==> src/rtl/ysyx_23060072_bpu_redirect_ctrl_pkg.sv <==
// Shared definitions for the BPU redirect controller: FSM encoding,
// instruction length, prediction record layout and small helpers.
package ysyx_23060072_bpu_redirect_ctrl_pkg;

  // Fixed instruction length used to form the fall-through PC.
  localparam logic [31:0] INST_LEN = 32'd4;

  // Saturation ceiling for the statistics counters.
  localparam logic [31:0] CNT_MAX = 32'hFFFF_FFFF;

  // Controller states: normal operation, or waiting for IF to take a redirect.
  typedef enum logic [0:0] {
    ST_RUN   = 1'b0,
    ST_REDIR = 1'b1
  } redir_state_e;

  // One fetch record kept until the instruction resolves in EX.
  typedef struct packed {
    logic [31:0] pc;
    logic        pred_flag;
    logic [31:0] pred_pc;
  } pred_entry_t;

  // Increment that sticks at the ceiling instead of wrapping.
  function automatic logic [31:0] sat_inc(input logic [31:0] v);
    logic [31:0] r;
    if (v == CNT_MAX) begin
      r = v;
    end else begin
      r = v + 32'd1;
    end
    return r;
  endfunction

  // A prediction is wrong if the direction differs, or if both say taken
  // but the targets differ.
  function automatic logic is_mispredict(input pred_entry_t e,
                                         input logic        taken,
                                         input logic [31:0] target);
    return (taken != e.pred_flag) | (taken & (target != e.pred_pc));
  endfunction

  // Architecturally correct next PC once the outcome is known.
  function automatic logic [31:0] correct_pc(input pred_entry_t e,
                                             input logic        taken,
                                             input logic [31:0] target);
    logic [31:0] r;
    if (taken) begin
      r = target;
    end else begin
      r = e.pc + INST_LEN;
    end
    return r;
  endfunction

endpackage

==> src/rtl/ysyx_23060072_pred_fifo.sv <==
// Prediction FIFO: holds in-flight fetch records in program order.
// Supports simultaneous push/pop and a synchronous clear that wins over both.
module ysyx_23060072_pred_fifo
  import ysyx_23060072_bpu_redirect_ctrl_pkg::*;
#(
  parameter int DEPTH = 4
) (
  input  logic        clk_i,
  input  logic        rst_n_i,
  input  logic        clear_i,
  input  logic        push_i,
  input  pred_entry_t data_i,
  input  logic        pop_i,
  output pred_entry_t head_o,
  output logic        full_o,
  output logic        empty_o
);

  localparam int AW = $clog2(DEPTH);
  localparam logic [AW:0] PTR_ONE = {{AW{1'b0}}, 1'b1};

  // Pointers carry one extra wrap bit so full and empty are distinguishable.
  logic [AW:0] wptr_q, wptr_d;
  logic [AW:0] rptr_q, rptr_d;
  pred_entry_t mem_q [DEPTH];

  logic full_s, empty_s, push_ok_s, pop_ok_s;

  assign empty_s   = (wptr_q == rptr_q);
  assign full_s    = (wptr_q[AW] != rptr_q[AW]) & (wptr_q[AW-1:0] == rptr_q[AW-1:0]);
  assign push_ok_s = push_i & ~full_s;
  assign pop_ok_s  = pop_i & ~empty_s;

  assign full_o  = full_s;
  assign empty_o = empty_s;
  assign head_o  = mem_q[rptr_q[AW-1:0]];

  // Next pointer values; clear returns the queue to empty.
  always_comb begin
    wptr_d = wptr_q;
    rptr_d = rptr_q;
    if (clear_i) begin
      wptr_d = '0;
      rptr_d = '0;
    end else begin
      if (push_ok_s) begin
        wptr_d = wptr_q + PTR_ONE;
      end else begin
        wptr_d = wptr_q;
      end
      if (pop_ok_s) begin
        rptr_d = rptr_q + PTR_ONE;
      end else begin
        rptr_d = rptr_q;
      end
    end
  end

  // Pointer registers.
  always_ff @(posedge clk_i or negedge rst_n_i) begin
    if (!rst_n_i) begin
      wptr_q <= '0;
      rptr_q <= '0;
    end else begin
      wptr_q <= wptr_d;
      rptr_q <= rptr_d;
    end
  end

  // Entry storage; a push that coincides with clear is dropped.
  always_ff @(posedge clk_i or negedge rst_n_i) begin
    if (!rst_n_i) begin
      for (int i = 0; i < DEPTH; i++) begin
        mem_q[i] <= '0;
      end
    end else if (push_ok_s & ~clear_i) begin
      mem_q[wptr_q[AW-1:0]] <= data_i;
    end
  end

endmodule

==> src/rtl/ysyx_23060072_bpu_redirect_ctrl.sv <==
// BPU redirect controller: queues static predictions from IF, checks them
// against EX resolutions, and issues a registered redirect + one-cycle flush
// on a mispredict. Also keeps resolve/mispredict statistics.
module ysyx_23060072_bpu_redirect_ctrl
  import ysyx_23060072_bpu_redirect_ctrl_pkg::*;
#(
  parameter int QDEPTH = 4
) (
  input  logic        clk_i,
  input  logic        rst_n_i,
  input  logic        if_valid_i,
  input  logic [31:0] if_pc_i,
  input  logic        if_pred_flag_i,
  input  logic [31:0] if_pred_pc_i,
  output logic        if_ready_o,
  input  logic        ex_valid_i,
  input  logic        ex_taken_i,
  input  logic [31:0] ex_target_i,
  output logic        redirect_valid_o,
  output logic [31:0] redirect_pc_o,
  input  logic        redirect_ready_i,
  output logic        flush_o,
  output logic [31:0] mispred_cnt_o,
  output logic [31:0] resolve_cnt_o,
  output logic        underflow_o
);

  redir_state_e state_q, state_d;
  logic         redir_valid_q, redir_valid_d;
  logic [31:0]  redir_pc_q, redir_pc_d;
  logic         flush_q, flush_d;
  logic [31:0]  mispred_cnt_q, mispred_cnt_d;
  logic [31:0]  resolve_cnt_q, resolve_cnt_d;
  logic         underflow_q, underflow_d;

  pred_entry_t  head_s, push_data_s;
  logic         full_s, empty_s;
  logic         in_run_s, push_s, pop_s, mispred_s, fifo_push_s;

  // if_ready depends only on registered state and FIFO pointers.
  assign in_run_s   = (state_q == ST_RUN);
  assign if_ready_o = in_run_s & ~full_s;

  assign push_s    = if_valid_i & if_ready_o;
  assign pop_s     = ex_valid_i & ~empty_s & in_run_s;
  assign mispred_s = pop_s & is_mispredict(head_s, ex_taken_i, ex_target_i);

  // A fetch arriving with a mispredicting resolution is wrong-path.
  assign fifo_push_s = push_s & ~mispred_s;

  assign push_data_s.pc        = if_pc_i;
  assign push_data_s.pred_flag = if_pred_flag_i;
  assign push_data_s.pred_pc   = if_pred_pc_i;

  ysyx_23060072_pred_fifo #(
    .DEPTH (QDEPTH)
  ) u_pred_fifo (
    .clk_i   (clk_i),
    .rst_n_i (rst_n_i),
    .clear_i (mispred_s),
    .push_i  (fifo_push_s),
    .data_i  (push_data_s),
    .pop_i   (pop_s),
    .head_o  (head_s),
    .full_o  (full_s),
    .empty_o (empty_s)
  );

  // FSM next state and redirect/flush outputs.
  always_comb begin
    state_d       = state_q;
    redir_valid_d = redir_valid_q;
    redir_pc_d    = redir_pc_q;
    flush_d       = 1'b0;
    case (state_q)
      ST_RUN: begin
        if (mispred_s) begin
          state_d       = ST_REDIR;
          redir_valid_d = 1'b1;
          redir_pc_d    = correct_pc(head_s, ex_taken_i, ex_target_i);
          flush_d       = 1'b1;
        end else begin
          state_d       = ST_RUN;
          redir_valid_d = 1'b0;
        end
      end
      ST_REDIR: begin
        if (redirect_ready_i) begin
          state_d       = ST_RUN;
          redir_valid_d = 1'b0;
        end else begin
          state_d       = ST_REDIR;
          redir_valid_d = 1'b1;
        end
      end
      default: begin
        state_d       = ST_RUN;
        redir_valid_d = 1'b0;
      end
    endcase
  end

  // Statistics and sticky underflow flag.
  always_comb begin
    resolve_cnt_d = resolve_cnt_q;
    mispred_cnt_d = mispred_cnt_q;
    underflow_d   = underflow_q;
    if (pop_s) begin
      resolve_cnt_d = sat_inc(resolve_cnt_q);
    end else begin
      resolve_cnt_d = resolve_cnt_q;
    end
    if (mispred_s) begin
      mispred_cnt_d = sat_inc(mispred_cnt_q);
    end else begin
      mispred_cnt_d = mispred_cnt_q;
    end
    if (ex_valid_i & in_run_s & empty_s) begin
      underflow_d = 1'b1;
    end else begin
      underflow_d = underflow_q;
    end
  end

  // State, redirect and statistics registers.
  always_ff @(posedge clk_i or negedge rst_n_i) begin
    if (!rst_n_i) begin
      state_q       <= ST_RUN;
      redir_valid_q <= 1'b0;
      redir_pc_q    <= 32'd0;
      flush_q       <= 1'b0;
      mispred_cnt_q <= 32'd0;
      resolve_cnt_q <= 32'd0;
      underflow_q   <= 1'b0;
    end else begin
      state_q       <= state_d;
      redir_valid_q <= redir_valid_d;
      redir_pc_q    <= redir_pc_d;
      flush_q       <= flush_d;
      mispred_cnt_q <= mispred_cnt_d;
      resolve_cnt_q <= resolve_cnt_d;
      underflow_q   <= underflow_d;
    end
  end

  assign redirect_valid_o = redir_valid_q;
  assign redirect_pc_o    = redir_pc_q;
  assign flush_o          = flush_q;
  assign mispred_cnt_o    = mispred_cnt_q;
  assign resolve_cnt_o    = resolve_cnt_q;
  assign underflow_o      = underflow_q;

endmodule

==> config.mk <==
export PLATFORM = sky130hd
export DESIGN_NAME = ysyx_23060072_bpu_redirect_ctrl
export DESIGN_NICKNAME = d
export VERILOG_FILES = /design/src/rtl/ysyx_23060072_bpu_redirect_ctrl_pkg.sv /design/src/rtl/ysyx_23060072_pred_fifo.sv /design/src/rtl/ysyx_23060072_bpu_redirect_ctrl.sv
export SDC_FILE = /design/constraint.sdc
export NUM_CORES = 1
export LEC_CHECK = 0
export ABC_CLOCK_PERIOD_IN_PS = 10700
export CAP_MARGIN = 0
export CELL_PAD_IN_SITES_DETAIL_PLACEMENT = 1
export CELL_PAD_IN_SITES_GLOBAL_PLACEMENT = 1
export CORE_MARGIN = 1.5
export CORE_UTILIZATION = 40
export CTS_BUF_LIST = sky130_fd_sc_hd__clkbuf_16
export DETAILED_ROUTE_END_ITERATION = 7
export GPL_TIMING_DRIVEN = 1
export PLACE_DENSITY = 0.8
export SYNTH_ARGS = -nofsm -noshare
export SYNTH_HDL_FRONTEND = slang
export SYNTH_SLANG_ARGS = --single-unit
==> constraint.sdc <==
create_clock -name clk_i -period 10.7 [get_ports clk_i]
set_input_delay 1.07 -clock clk_i [delete_from_list [all_inputs] [get_ports clk_i]]
set_output_delay 1.07 -clock clk_i [all_outputs]
set_load 0.01 [all_outputs]
# Word level (Yosys, flattened, before mapping)
# Cells that the tools add are included.
dict set report totals {
  out_inout_bits 100
  reg_bits 365
  rom_bits 0
  elab_cells 78
  input_bits 103
  mem_count 0
  mem_bits_rw 0
  latch_bits 0
}
dict set report classes {
  reduce_logical 6
  n_div 0
  n_addsub 5
  n_shift 0
  n_bitwise 22
  mul 0
  mux 15
  order_cmp 3
  eq_ne 7
}
# cell n
set op_table {}
lappend op_table {{bitwise mux 260 bit} 1}
lappend op_table {{2-to-1 mux 65 bit} 3}
lappend op_table {{binary-select mux 65 bit (select 2 bit)} 1}
lappend op_table {{demux 65 bit (select 2 bit)} 1}
lappend op_table {{adder 32 x 1 -> 32 bit, second input constant} 2}
lappend op_table {{equality test 32 bit, second input constant} 2}
lappend op_table {{adder 32 x 3 -> 32 bit, second input constant} 1}
lappend op_table {{2-to-1 mux 32 bit} 1}
lappend op_table {{inequality test 32 bit} 1}
lappend op_table {{AND 1 bit} 13}
lappend op_table {{2-to-1 mux 3 bit} 4}
lappend op_table {{adder 3 x 1 -> 3 bit, second input constant} 2}
lappend op_table {{>= comparator 3 bit, second input constant} 2}
lappend op_table {{inverter 1 bit} 6}
lappend op_table {{inverter 2 -> 3 bit} 2}
lappend op_table {{AND reduction 2 bit} 3}
lappend op_table {{nonzero test 2 bit} 2}
lappend op_table {{equality test 3 bit} 1}
lappend op_table {{< comparator 3 x 1 -> 1 bit, second input constant} 1}
lappend op_table {{2-to-1 mux 1 bit} 3}
lappend op_table {{equality test 2 bit} 1}
lappend op_table {{inequality test 1 bit} 2}
lappend op_table {{case mux 1 bit (2 select lines)} 1}
lappend op_table {{logical AND 1 bit} 1}
lappend op_table {{OR 1 bit} 1}

# Longest topological paths before layout
dict set report logic_depth {
  depth_word 13
  ltp_mapped 14
  ltp_nobuf 9
}

# Modules after synthesis
# A second synthesis with hierarchy kept.
dict set report unflattened {
  hier_cells 1266
  area_unflattened_um2 17414.2
}
# module instances cells_each seq_area_each_um2 area_per_inst_um2
set modules_own_cells {}
lappend modules_own_cells {ysyx_23060072_pred_fifo 1 696 6656.4 11742.5}
lappend modules_own_cells {ysyx_23060072_bpu_redirect_ctrl 1 570 2477.4 5671.7}

# Least setup slack after synthesis
# Ideal clock, no wire load.
dict set report synth_path {
  path_type {input -> register}
  startpoint {input ex_target_i[2]}
  endpoint {register u_pred_fifo.mem_q[110] (netlist bit)}
  arrival_ns 3.287
  path_slack_ns 7.287
  setup_time_ns 0.125
  t_required_ns 10.575
  path_stages 10
  path_buffers 3
  cell_sequence {o311a_1 > o21ai_0 > a2111o_1 > or4_1 > o21ai_2 > buf_6 > and3_4 > buf_12 > buf_12 > mux2_4}
}
dict set report synth_between {
  elab_chain_len 8
}
# item line_no
set synth_lines {}
lappend synth_lines {{from (decl)} ysyx_23060072_bpu_redirect_ctrl.sv:18} ;# input logic [31:0] ex_target_i,
lappend synth_lines {{inequality test 32 bit (*)} ysyx_23060072_bpu_redirect_ctrl_pkg.sv:40} ;# return (taken != e.pred_flag) | (taken & (target != e.pred_pc));
lappend synth_lines {{AND 1 bit (*)} ysyx_23060072_bpu_redirect_ctrl_pkg.sv:40}
lappend synth_lines {{OR 1 bit (*)} ysyx_23060072_bpu_redirect_ctrl_pkg.sv:40}
lappend synth_lines {{AND 1 bit (*)} ysyx_23060072_bpu_redirect_ctrl.sv:46} ;# assign mispred_s = pop_s & is_mispredict(head_s, ex_taken_i, ex_target_i);
lappend synth_lines {{inverter 1 bit (*)} {ysyx_23060072_pred_fifo.sv:76, ysyx_23060072_bpu_redirect_ctrl.sv:49}}
lappend synth_lines {{AND 1 bit} ysyx_23060072_bpu_redirect_ctrl.sv:49} ;# assign fifo_push_s = push_s & ~mispred_s;
lappend synth_lines {{AND 1 bit} ysyx_23060072_pred_fifo.sv:31} ;# assign push_ok_s = push_i & ~full_s;
lappend synth_lines {{AND 1 bit (*)} ysyx_23060072_pred_fifo.sv:76} ;# end else if (push_ok_s & ~clear_i) begin
lappend synth_lines {{to (signal, indexed assignment)} ysyx_23060072_pred_fifo.sv:77} ;# mem_q[wptr_q[AW-1:0]] <= data_i;
lappend synth_lines {{to (decl)} ysyx_23060072_pred_fifo.sv:25} ;# pred_entry_t mem_q [DEPTH];
# Every way passes the cells marked *; elsewhere a longest branch is shown, timed or not.
# A chain may end at the register's enable or synchronous reset.

# Worst setup path after layout
dict set report layout_path {
  startpoint {register u_pred_fifo.rptr_q[1]}
  endpoint {register u_pred_fifo.mem_q[150] (netlist bit)}
}
dict set report layout_between {
  elab_chain_len 12
  word_cells_on_any_way 22
  classes_between {eq/ne (4); mux (3); bitwise (15)}
}
# item line_no
set layout_lines {}
lappend layout_lines {{from (decl)} ysyx_23060072_pred_fifo.sv:24} ;# logic [AW:0] rptr_q, rptr_d;
lappend layout_lines {{from (signal assigned)} ysyx_23060072_pred_fifo.sv:66} ;# rptr_q <= rptr_d;
lappend layout_lines {{inverter 2 -> 3 bit (not written as such)} ysyx_23060072_pred_fifo.sv:36} ;# assign head_o = mem_q[rptr_q[AW-1:0]];
lappend layout_lines {{binary-select mux 65 bit (select 2 bit)} ysyx_23060072_pred_fifo.sv:36}
lappend layout_lines {{2-to-1 mux 65 bit (not written as such) (2 in series)} ysyx_23060072_pred_fifo.sv:36}
lappend layout_lines {{inequality test 32 bit} ysyx_23060072_bpu_redirect_ctrl_pkg.sv:40}
lappend layout_lines {{AND 1 bit} ysyx_23060072_bpu_redirect_ctrl_pkg.sv:40}
lappend layout_lines {{OR 1 bit} ysyx_23060072_bpu_redirect_ctrl_pkg.sv:40}
lappend layout_lines {{AND 1 bit} ysyx_23060072_bpu_redirect_ctrl.sv:46}
lappend layout_lines {{inverter 1 bit} {ysyx_23060072_pred_fifo.sv:76, ysyx_23060072_bpu_redirect_ctrl.sv:49}}
lappend layout_lines {{AND 1 bit} ysyx_23060072_bpu_redirect_ctrl.sv:49}
lappend layout_lines {{AND 1 bit} ysyx_23060072_pred_fifo.sv:31}
lappend layout_lines {{AND 1 bit (*)} ysyx_23060072_pred_fifo.sv:76}
# Every way passes the cells marked *; elsewhere a longest branch is shown, timed or not. The select of a mux whose other input is x is not followed.

==> impl_metrics.ini <==
[synth]
synth-simple-area-share_pct = 7.64
yosysUniqueCellTypes = 52
synth_seq_cells = 365
ys.flop_type = dfrtp_1
synth.cell_area_um2 = 17400
yosysSeqAreaShare_pct = 52.4
post_synth.cell_area_avg_um2 = 13.7
synth_adder_area_share_pct = 0.575
synth-edff-count = 0
synth_compound_area_share_pct = 2.54
synth_top_family_by_area = multiplexers
muxShareOfSynthArea_pct = 27.8
syn_inst = 1274
syn_nets = 1385
yosysWarnings = 0
synthArstFlopShare_pct = 100
synth-xor-area-share_pct = 5.88

[timing]
slew_headroom_pct = 23.3
period_share_pct = 60.7
rsz0062_at_grt = no
tightest_slew_ns = 1.15
hold_viol = 0
min_period_ns = 6.50
timing.final.ws_setup_ns = 4.20
finalMaxSlewViolations = 0
fin_worst_skew_ns = 0.0217
tns_ns = 0
fmax_mhz = 154
finalSetupViolCount = 0

[clocking]
cts_buffers = 41
clk_pin_slew_worst_paths_ns = 0.06
clockRootBuffer = clkbuf_16
cts.hold.buffers_added = 0
clock_path_buffers = 3
cts_tree = built
clk-insertion-delay-late_ns = 0.56
cts_num_sinks = 365
cts_resized = 0
post_cts_buffers = 0
htree_levels = 2

[routing]
routed-via-count = 11300
routedWlPerCell_um = 23.0
first_iter_violations = 585
route.detailed.drc = 0
postRouteAntennaNets = 0
dr.pass1.iters = 4
viasPerCell = 5.43
wl_mm = 47.8

[pwr]
power_frac_comb_pct = 39.4
powerDensity_nw_per_um2 = 292
clkPwrFrac_pct = 21.7
power_switching_uw = 2090
swShare_pct = 34.0
intPower_uw = 4060
ir_drop_mv = 0.157
leakagePower_uw = 0.00880
pwr-share-seq_pct = 38.9

[placed_design]
place.gp.congestion = 0.831
pre_cts_ws_ns = 4.29
numPortBuffers = 202
dp_hpwl_mm = 32.6
place_area_um2 = 19800
placed_cells = 2006

[finish]
layout.cells.non_filler = 2082
fin_util_pct = 49.0
nets = 1575
layout_commonest_cell = dfrtp_1
area_growth_pct = 20.9
final_cell_mix = dfrtp_1 (363), mux2_2 (201), clkdlybuf4s50_1 (200), nand2_1 (86), xnor2_1 (64)
fillers = 4368
final_layout_size_suffix_gt1_share_pct = 26.0
finalInstanceArea_um2 = 21100

[die]
io_pins = 203
die_x_um = 212
core.rowCount = 76
start_util_pct = 40.5
die_height_um = 212
core_um2 = 43000
die_area_um2 = 44800

[setup_path]
start_kind = flip-flop
crit_type = reg2reg
cp_data_required_time_ns = 11.13
worst_setup_path_end_kind = flip-flop
arrival_ns = 6.93
path_max_fanout = 53

[outcome]
status = complete, no violations

[global_routing]
antenna_found_initial = 3
overflow = 0
grt_pass1_wl_mm = 74.7
grt_pass1_vias = 12500
grt_start_max_net_pins = 158
grt_usage_pct = 21.8

[min_path]
worstHoldPathType = reg2reg

[job]
max_cap_viol_count = 0
## per-layer routing
| layer | GRT usage, % | wire length [um] | vias to the layer above |
|---|---|---|---|
| met2 | 36.4 | 23300 | 269 |
| met5 | 0 | 16 | - |
| met4 | 7.32 | 1360 | 2 |
| met3 | 5.19 | 2770 | 81 |
| met1 | 27.9 | 20300 | 5974 |
| li1 | - | - | 4969 |
## sequential cells by signal, summed over array words and instances (netlist names)
register,cells
resolve_cnt_o,32
u_pred_fifo.wptr_q,3
underflow_o,1
u_pred_fifo.mem_q,260
redirect_pc_o,32
u_pred_fifo.rptr_q,3
mispred_cnt_o,32
flush_o,1
redirect_valid_o,1
## worst paths after layout
path	from	endpoint	slack, ns	cells past startpoint
max in group asynchronous	rst_n_i	u_pred_fifo.rptr_q[0]	7.71	3
max	u_pred_fifo.rptr_q[1]	u_pred_fifo.mem_q[150]	4.20	11
min reg2reg	underflow_o	underflow_o	0.47	1
max reg2reg	u_pred_fifo.rptr_q[1]	u_pred_fifo.mem_q[150]	4.20	11
min	underflow_o	underflow_o	0.47	1
min in group asynchronous	rst_n_i	u_pred_fifo.mem_q[25]	0.55	1
## power groups by stage
stage / Combinational (uW) / Clock (uW) / Sequential, uW
detailed placement: 2410 / 0 / 2400
global route: 2600 / 1420 / 2470
floorplan: 1770 / 0 / 2240
finish: 2420 / 1340 / 2390
global placement: 2330 / 0 / 2350
CTS: 2440 / 1370 / 2390
## cells in the mapped netlist, drive strengths merged, types with 2 or more instances
cell type	number	area, um2
mux2i	38	380
nor4	15	100
inv	12	45.1
buf	52	439
o221ai	2	17.5
a221oi	2	17.5
xor2	53	464
nand2	86	323
xnor2	64	561
a21oi	17	85.1
and4	7	61.3
and2	4	25.0
nor2	39	146
nand4	24	150
o311ai	2	17.5
mux4	55	1240
ha	8	100
nor3b	6	45.0
or2	3	18.8
o21ai	40	204
a211oi	2	15.0
dfrtp	365	9130
nor3	21	105
nand2b	3	18.8
and3	15	98.8
or4	3	22.5
or3	2	12.5
clkbuf	14	52.6
nand3	39	195
mux2	270	3230
## stage by stage
| stage | hold WS (ns) | power, uW |
|---|---|---|
| 2_1_floorplan | 0.452 | 4020 |
| 3_3_place_gp | 0.462 | 4680 |
| 3_5_place_dp | 0.466 | 4820 |
| 4_1_cts | 0.479 | 6200 |
| 5_1_grt | 0.510 | 6490 |
| 6_report | 0.475 | 6160 |
## cell families (layout without fill, tap and decap cells)
logic type	count (synthesis)	count (layout)
other	0	2
buffers and inverters	78	299
adders and majority gates	8	8
muxes	363	363
xor gates and xnor gates	117	117
and+or+nand+nor	268	268
DFF	365	365
AOI/OAI and AO/OA	75	75
## area by class of cell
cell class,instances,area (um2),share of cell area [%]
flip-flops and latches,365,9140,43.4
repair buffers,213,2120,10.1
clock buffers,41,1030,4.87
clock inverters,33,224,1.06
inverters,12,45.0,0.214
multi-input cells,831,7760,36.9
well taps,585,732,3.48
diodes,2,5.00,0.0238
## critical path, stage by stage (launching register included)
cell,delay [ns]
dfrtp_4,0.71
buf_4,0.72
mux4_2,0.42
xor2_1,0.17
nor4_1,0.38
nand4_1,0.17
or4_1,0.48
o21ai_4,0.72
buf_4,0.56
and3_2,0.83
buf_4,0.61
mux2_2,0.41
No activity file was read; power rests on OpenSTA's default activity.
